==> config.mk <==
export PLATFORM = sky130hd
export DESIGN_NAME = dcache_port_arbiter
export DESIGN_NICKNAME = d
export VERILOG_FILES = /design/src/rtl/dcache_port_arbiter.sv
export SDC_FILE = /design/constraint.sdc
export NUM_CORES = 1
export LEC_CHECK = 0
export BUFFER_PORTS_ARGS = -buffer_cell sky130_fd_sc_hd__buf_2
export CORE_UTILIZATION = 30
export CTS_CLUSTER_DIAMETER = 100
export DETAILED_ROUTE_END_ITERATION = 10
export GPL_TIMING_DRIVEN = 0
export PLACE_DENSITY = 0.67
export SLEW_MARGIN = 25
export SYNTH_ARGS = -nofsm -noshare
export SYNTH_HDL_FRONTEND = slang
export SYNTH_SLANG_ARGS = --single-unit
==> constraint.sdc <==
create_clock -name clk -period 7.43 [get_ports clk]
set_input_delay 0.3715 -clock clk [delete_from_list [all_inputs] [get_ports clk]]
set_output_delay 0.3715 -clock clk [all_outputs]
set_load 0.01 [all_outputs]
==> src/rtl/dcache_port_arbiter.sv <==
// Arbitrates the single D-cache port between loads and store-buffer drains; one access in flight, 1 idle cycle between.
// Define DCACHE_ARB_STARVE_GUARD_EN to force a pending drain through after STARVE_LIMIT load grants.
`ifndef WORD_SIZE
`define WORD_SIZE 32
`endif
`ifndef ADDRESS_WIDTH
`define ADDRESS_WIDTH 32
`endif
`ifndef SIZE_WRITE_WIDTH
`define SIZE_WRITE_WIDTH 2
`endif
`ifndef FULL_WORD_SIZE
`define FULL_WORD_SIZE 2'b10
`endif
`ifndef BYTE_SIZE
`define BYTE_SIZE 2'b00
`endif

module dcache_port_arbiter #(
  parameter int WORD_SIZE        = `WORD_SIZE,
  parameter int WIDTH            = `ADDRESS_WIDTH,
  parameter int SIZE_WRITE_WIDTH = `SIZE_WRITE_WIDTH,
  parameter int STARVE_LIMIT     = 4
) (
  input  logic                        clk,
  input  logic                        rst,
  input  logic                        ld_req,
  input  logic [WIDTH-1:0]            ld_addr,
  input  logic [SIZE_WRITE_WIDTH-1:0] ld_size,
  output logic                        ld_grant,
  output logic                        ld_done,
  output logic [WORD_SIZE-1:0]        ld_data,
  input  logic                        sb_wenable,
  input  logic [WIDTH-1:0]            sb_addr,
  input  logic [WORD_SIZE-1:0]        sb_value,
  input  logic [SIZE_WRITE_WIDTH-1:0] sb_size,
  input  logic                        sb_full,
  output logic                        store_success,
  output logic                        c_req,
  output logic                        c_we,
  output logic [WIDTH-1:0]            c_addr,
  output logic [WORD_SIZE-1:0]        c_wdata,
  output logic [SIZE_WRITE_WIDTH-1:0] c_size,
  input  logic                        c_ready,
  input  logic [WORD_SIZE-1:0]        c_rdata
);

  typedef enum logic [1:0] {IDLE, LOAD, STORE} state_t;

  state_t                      state_q, state_d;
  logic [WIDTH-1:0]            addr_q, addr_d;
  logic [WORD_SIZE-1:0]        wdata_q, wdata_d;
  logic [SIZE_WRITE_WIDTH-1:0] size_q, size_d;
  logic [WORD_SIZE-1:0]        ld_data_q, ld_data_d;
  logic                        ld_done_q, ld_done_d;
  logic                        store_success_q, store_success_d;
  logic                        store_win;

`ifdef DCACHE_ARB_STARVE_GUARD_EN
  localparam logic [3:0] LIMIT = 4'(STARVE_LIMIT);

  logic [3:0] starve_cnt_q, starve_cnt_d;

  // Only loads taken over a waiting drain count toward starvation.
  always_comb begin
    store_win    = sb_wenable && (sb_full || (starve_cnt_q == LIMIT) || !ld_req);
    starve_cnt_d = starve_cnt_q;
    if (state_q == IDLE) begin
      if (store_win) begin
        starve_cnt_d = 4'd0;
      end else if (ld_req && sb_wenable && (starve_cnt_q != LIMIT)) begin
        starve_cnt_d = starve_cnt_q + 4'd1;
      end
    end
  end

  always_ff @(posedge clk or posedge rst) begin
    if (rst) starve_cnt_q <= 4'd0;
    else     starve_cnt_q <= starve_cnt_d;
  end
`else
  logic [3:0] unused_starve_limit;
  assign unused_starve_limit = 4'(STARVE_LIMIT);

  always_comb begin
    store_win = sb_wenable && (sb_full || !ld_req);
  end
`endif

  always_comb begin
    state_d         = state_q;
    addr_d          = addr_q;
    wdata_d         = wdata_q;
    size_d          = size_q;
    ld_data_d       = ld_data_q;
    ld_done_d       = 1'b0;
    store_success_d = 1'b0;
    case (state_q)
      IDLE: begin
        if (store_win) begin
          state_d = STORE;
          addr_d  = sb_addr;
          wdata_d = sb_value;
          size_d  = sb_size;
        end else if (ld_req) begin
          state_d = LOAD;
          addr_d  = ld_addr;
          wdata_d = '0;
          size_d  = ld_size;
        end
      end
      LOAD: begin
        if (c_ready) begin
          state_d   = IDLE;
          ld_data_d = c_rdata;
          ld_done_d = 1'b1;
        end
      end
      STORE: begin
        if (c_ready) begin
          state_d         = IDLE;
          store_success_d = 1'b1;
        end
      end
      default: state_d = IDLE;
    endcase
  end

  always_ff @(posedge clk or posedge rst) begin
    if (rst) begin
      state_q         <= IDLE;
      addr_q          <= '0;
      wdata_q         <= '0;
      size_q          <= '0;
      ld_data_q       <= '0;
      ld_done_q       <= 1'b0;
      store_success_q <= 1'b0;
    end else begin
      state_q         <= state_d;
      addr_q          <= addr_d;
      wdata_q         <= wdata_d;
      size_q          <= size_d;
      ld_data_q       <= ld_data_d;
      ld_done_q       <= ld_done_d;
      store_success_q <= store_success_d;
    end
  end

  assign ld_grant      = (state_q == LOAD);
  assign c_req         = (state_q != IDLE);
  assign c_we          = (state_q == STORE);
  assign c_addr        = addr_q;
  assign c_wdata       = wdata_q;
  assign c_size        = size_q;
  assign ld_data       = ld_data_q;
  assign ld_done       = ld_done_q;
  assign store_success = store_success_q;

endmodule

==> results of run 1 <==
power by group:
part           switching [mW]  internal [mW]  total [mW]
clock                   0.199          0.259       0.458
combinational           0.588          0.514        1.10
sequential              0.139          0.830       0.969
total                   0.926           1.60        2.53
path summary, 6_finish.rpt:
path | cells past startpoint | slack [ns] | from | to
max | 7 | 5.60 | state_q[0] | c_addr[8]
min | 2 | 0.06 | rst | ld_data[16]
max reg2reg | 7 | 5.60 | state_q[0] | c_addr[8]
min reg2reg | 1 | 0.50 | ld_data[30] | ld_data[30]
max in group asynchronous | 3 | 6.76 | rst | c_addr[15]
min in group clk | 2 | 0.25 | sb_value[19] | c_wdata[19]
cells in the final DEF, fill, tap and decap left out, types with 2 or more instances in the layout:
master | Yosys | final
buf_2 | 19 | 259
dfrtp_1 | 102 | 102
a21oi_1 | 35 | 35
a31oi_1 | 34 | 34
nor2_1 | 34 | 34
mux2_2 | 32 | 32
o21ai_0 | 29 | 29
a22o_2 | 19 | 19
a22o_1 | 13 | 13
clkbuf_16 | 0 | 9
clkbuf_1 | 3 | 5
buf_6 | 5 | 5
o21ai_1 | 5 | 5
inv_1 | 5 | 4
nand2_1 | 3 | 3
ha_1 | 3 | 3
inv_2 | 2 | 2
buf_1 | 2 | 2
buf_4 | 2 | 2
clkinv_2 | 0 | 2
layer usage:
| metal | part of all wire, % | global-route usage, % | up-vias |
|---|---|---|---|
| li1 | - | - | 1798 |
| met1 | 41 | 22.5 | 1888 |
| met2 | 49 | 29.4 | 171 |
| met3 | 7.8 | 4.18 | 17 |
| met4 | 1.7 | 6.87 | 0 |
| met5 | 0 | 0 | - |
state kept, by name, indices dropped and copies added, names as in the netlist:
register       cells
ld_done            1
store_success      1
c_addr            32
state_q            2
c_wdata           32
c_size             2
ld_data           32
cells by family after synthesis:
| logic type | count (synthesis) | synth area share, % |
|---|---|---|
| compound gates | 139 | 21.0 |
| flops | 102 | 60.0 |
| simple gates | 44 | 4.65 |
| buf+inv | 38 | 4.97 |
| mux | 32 | 8.47 |
| fa+ha+maj | 3 | 0.883 |
layout make-up:
cell class | count | share of cell area [%]
Sequential cell | 102 | 42.6
Multi-Input combinational cell | 218 | 24.8
Timing Repair Buffer | 241 | 20.5
Clock buffer | 11 | 3.88
Tap cell | 180 | 3.76
Buffer | 31 | 3.09
Clock inverter | 4 | 0.814
Inverter | 7 | 0.522
==> reports/qor.yml, run 1 <==
clock_tree:
  clockBufferDepth: 2
  cts-root-buf: "clkbuf_16"
  cts_made_buffers: 9
  cts_resized: 0
  ctsHoldBuffers: 0
  clkTransAtPathRegs_ns: 0.07
  clock_latency_ns: 0.34
  cts_tree: "done"
  htreeDepth: 3
  cts_setup_buffers: 0
  cts_sinks: 102
floorplanning:
  start_util_pct: 30.6
  dieHeight_microns: 121
  die_area_sq_um: 14700
  pin_count: 241
  die_x_microns: 121
  core_sq_um: 13900
  rows: 43
logic_synthesis:
  synth_area_leader_cell: "dfrtp_1"
  synth_top_area_share_pct: 60.0
  synth_area_sq_um: 4250
  synth_edf_count: 0
  yosysUniqueCellTypes: 29
  synth_nets: 499
  async_reset_ff_share_pct: 100
  synth_commonest_cells: "102 x dfrtp_1, 35 x a21oi_1, 34 x a31oi_1, 34 x nor2_1, 32 x mux2_2"
  syn_area_per_cell_sq_um: 11.9
  yosysWarnings: 0
  yosysMostFrequentCell: "dfrtp_1"
  seq_area_frac_synth_pct: 60.0
  synth_seq_cells: 102
  ys.flop_type: "dfrtp_1"
  synth_cells: 358
  synth_area_leaders: "dfrtp_1 60%, mux2_2 8.5%, a31oi_1 5.0%, a22o_2 4.5%, a21oi_1 4.1%"
hold_path:
  hold_path.class: "in -> async"
placement:
  portBuffers: 240
  hpwlAfterDp_microns: 9700
  place_area_sq_um: 5710
  placed_cells: 779
  place.gp.congestion: 0.767
  post-place-ws_ns: 5.59
detailed_routing:
  first_iter_violations: 208
  drtAntennaViolNets: 0
  drt-pass1-iter-count: 5
  avgViaCountPerCell: 4.88
  drcViolationCount: 0
  drt_wl_total_microns: 12900
  wl_per_cell_microns: 16.3
  num_vias: 3874
final_layout:
  register_area_sq_um: 2550
  drive_above_1_share_pct: 54.9
  n_fill_cell: 1336
  layout-area-overhead-vs-synth_pct: 40.9
  multi_input_area_sq_um: 1490
  utilization_pct: 43.2
  diodes: 0
  finalInstanceArea_sq_um: 5990
  fin_nets: 751
  instances_no_fill: 794
global_route:
  track_usage_pct: 17.8
  grt_pass1_vias: 3902
  grt_max_degree: 53
  grt-ovfl-total: 0
  grt_pass1_wl_microns: 20000
  antenna_found_initial: 0
setup_path:
  cp_slowest_stage_delay_ns: 0.40
  cp_top_family: "buffers and inverters"
  crit_top_cell: "buf_4"
  critical_path.cell_chain: "inv_1 > ha_1 > o21ai_2 > buf_4 > buf_4 > a31oi_1 > a21oi_1"
  arrival_ns: 2.04
  setup.worst_path.class: "reg -> reg"
  cp_max_fo: 10
  critPathBufInv: 3
  crit_path_top_delay_cell: "dfrtp_1"
  worst_setup_path_end_kind: "flip-flop"
  cp-start-kind: "flip-flop"
  required_ns: 7.64
sta:
  clock_skew_ns: 0.00756
  slew_headroom_pct: 60.1
  holdWs_ns: 0.0586
  fmaxAchievable_mhz: 547
  tightest_slew_ns: 0.599
  fin_crit_sh_pct: 24.6
  setup_viol: 0
  maxSlewViolCount: 0
  final.setup.tns_ns: 0
  rsz0062_at_grt: "false"
  min_period_ns: 1.83
  hold_viol_final: 0
  setup_ws_ns: 5.60
power:
  power_mw: 2.53
  vdd_ir_drop_max_mv: 0.125
  power.density_nw_per_um2: 422
  p_leak_nw: 3.03
run:
  maxCapViolations: 0
run_status:
  status: "completed"
Power figures use the tool's default switching activity.
==> inputs of run 2 (changes only) <==
Settings changed: PLACE_DENSITY 0.67 to 0.69.
Clock period 7.43 ns to 1.5 ns, I/O delays scaled along.
==> run 2 against run 1 <==
  * Register-to-register slack got worse by 5.5 ns
  * Sequential share of layout area decreased by 7.2 points
  * Highest routed layer is now met5
  * Power increased to 5.2 times the previous value
  * Clock skew about the same
  * Critical endpoint is now c_addr[12]
  * Sequential power increased to 5.0 times the previous value
==> reports/qor.yml, run 2 (synthesized netlist as in run 1, its figures left out) <==
final_layout:
  layout-area-overhead-vs-synth_pct: 69.8
  final_cell_mix: "253 x buf_2, 102 x dfrtp_1, 98 x dlygate4sd3_1, 35 x a21oi_1, 34 x nor2_1"
  utilization_pct: 52.0  # +8.9 points
  drive_above_1_share_pct: 49.6  # -5.3 points
  instances_no_fill: 906  # +14%
  final_common_cell: "buf_2"
  fin_nets: 860  # +15%
clock_tree:
  cts_made_buffers: 9  # unchanged
  cts_sinks: 102  # unchanged
  cts-root-buf: "clkbuf_16"
  cts_tree: "done"
  htreeDepth: 3  # unchanged
  clock_latency_ns: 0.35  # about the same
  clkTransAtPathRegs_ns: 0.07  # about the same
  clockBufferDepth: 2  # unchanged
power:
  vdd_ir_drop_max_mv: 0.709  # +470%
  clkPwrFrac_pct: 17.2  # -0.9 points
  p_leak_nw: 3.54  # +17%
  netSwitchingFraction_pct: 36.7  # +0.059 points
  share_seq_of_total_power_pct: 36.5  # -1.8 points
  power.density_nw_per_um2: 1830  # +330%
  comb_power_share_pct: 46.3  # +2.7 points
  switchingPower_mw: 4.85  # +420%
  p_int_mw: 8.38  # +420%
sta:
  hold_viol_final: 0  # unchanged
  tightest_slew_ns: 0.429  # -0.170 ns
  setup_viol: 0  # unchanged
  fmaxAchievable_mhz: 697  # +27%
  slew_headroom_pct: 71.4  # +11 points
  min_period_ns: 1.43  # -0.393 ns
  rsz0062_at_grt: "false"
  clock_skew_ns: 0.00707  # -0.000497 ns
  maxSlewViolCount: 0  # unchanged
  fin_crit_sh_pct: 95.6  # +71 points
detailed_routing:
  first_iter_violations: 172  # -17%
  drtAntennaViolNets: 0  # unchanged
  drt-pass1-iter-count: 5  # unchanged
  num_vias: 4488  # +16%
  wl_per_cell_microns: 16.9  # +3.7%
  avgViaCountPerCell: 4.95  # +1.5%
  drt_wl_total_microns: 15300  # +18%
  drcViolationCount: 0  # unchanged
placement:
  placed_cells: 782  # +0.39%
  portBuffers: 240  # unchanged
  hpwlAfterDp_microns: 9920  # +2.2%
  place.gp.congestion: 0.756  # -1.4%
run:
  maxCapViolations: 0  # unchanged
setup_path:
  critPathBufInv: 3  # unchanged
  cp_top_family: "buffers and inverters"
  worst_setup_path_end_kind: "flip-flop"
  critical_path.cell_chain: "inv_2 > ha_4 > o21ai_2 > buf_6 > buf_6 > a31oi_1 > a21oi_1"
  cp_max_fo: 10  # unchanged
  cp-start-kind: "flip-flop"
  setup.worst_path.class: "reg -> reg"
  arrival_ns: 1.66  # -0.38 ns
  required_ns: 1.73  # -5.91 ns
  crit_top_cell: "buf_6"
  cp_slowest_stage_delay_ns: 0.41  # about the same
  crit_path_top_delay_cell: "dfrtp_1"
global_route:
  grt_max_degree: 33  # -38%
  grt_use_met3_pct: 4.37  # +0.19 points
  met1_usage_pct: 23.2  # +0.75 points
  grt_busiest_layer: "met2"
  grt_pass1_vias: 4685  # +20%
  grt_pass1_wl_microns: 23400  # +17%
  grt-ovfl-total: 0  # unchanged
  use_met2_pct: 37.1  # +7.7 points
  antenna_found_initial: 3  # +3
  track_usage_pct: 20.9  # +3.1 points
floorplanning:
  dieHeight_microns: 121  # unchanged
  die_area_sq_um: 14700  # unchanged
  start_util_pct: 30.6  # unchanged
  pin_count: 241  # unchanged
  die_x_microns: 121  # unchanged
  core_sq_um: 13900  # unchanged
  rows: 43  # unchanged
hold_path:
  hold_path.class: "in -> reg"
run_status:
  status: "completed"
run 2: power by group through the flow:
stage,clock network (mW),registers (mW),logic (mW)
floorplan,0,5.45,2.55
global placement,0,4.76,5.33
detailed placement,0,4.84,5.53
CTS,2.33,4.81,5.88
global route,2.45,4.98,6.64
finish,2.27,4.83,6.13
run 2: area by class of cell:
| cell class | count | area, sq um |
|---|---|---|
| clock inverters | 3 | 17.5 |
| flip-flops and latches | 102 | 2550 |
| diodes | 2 | 5.00 |
| well taps | 180 | 225 |
| fillers | 1204 | 6660 |
| plain buffers | 31 | 245 |
| multi-input cells | 218 | 1530 |
| inverters | 7 | 30.0 |
| clock buffers | 13 | 270 |
| repair buffers | 350 | 2350 |
run 2: worst min-delay path, cell delays in order:
cell     delay, ns
buf_2         0.08
a31oi_1       0.06
a21oi_1       0.12
run 2: timing repair:
item                                   in CTS  in global routing
buffers inserted                            0                  8
endpoints found under the hold margin     157                  0
pin swaps                                   1                  3
hold buffers                               98                  0
gates resized for setup                    17                 14
setup endpoints to repair                  92                 86
run 2: per-stage QoR:
stage	hold slack (ns)	TNS [ns]	setup slack, ns	instance area [sq um]	power, mW
3_3_place_gp	0.297	-54.95	-0.446	5680	10.1
2_1_floorplan	0.204	0	0.0321	4260	7.99
3_5_place_dp	0.0580	-12.75	-0.200	5790	10.4
5_1_grt	0.0315	0	0.00268	7220	14.1
6_report	0.0279	0	0.0663	7220	13.2
4_1_cts	0.0107	-0.0274	-0.0104	7110	13.0
run 2: final timing paths:
| path | start | to | slack [ns] | cells past startpoint |
|---|---|---|---|---|
| setup reg to reg | state_q[0] | c_addr[12] | 0.07 | 7 |
| setup / recovery | state_q[0] | c_addr[12] | 0.07 | 7 |
| hold reg to reg | ld_data[10] | ld_data[10] | 0.50 | 1 |
| max in group asynchronous | rst | c_wdata[30] | 0.46 | 6 |
| hold / removal | sb_addr[27] | c_addr[27] | 0.03 | 3 |
| min in group asynchronous | rst | ld_data[19] | 0.27 | 3 |
run 2: metal layers:
| metal | wire length, microns | vias to the layer above | share of wire, % |
|---|---|---|---|
| met1 | 5830 | 2171 | 38 |
| met3 | 951 | 46 | 6.2 |
| met4 | 564 | 2 | 3.7 |
| li1 | - | 2029 | - |
| met5 | 13 | - | 0.085 |
| met2 | 7950 | 240 | 52 |
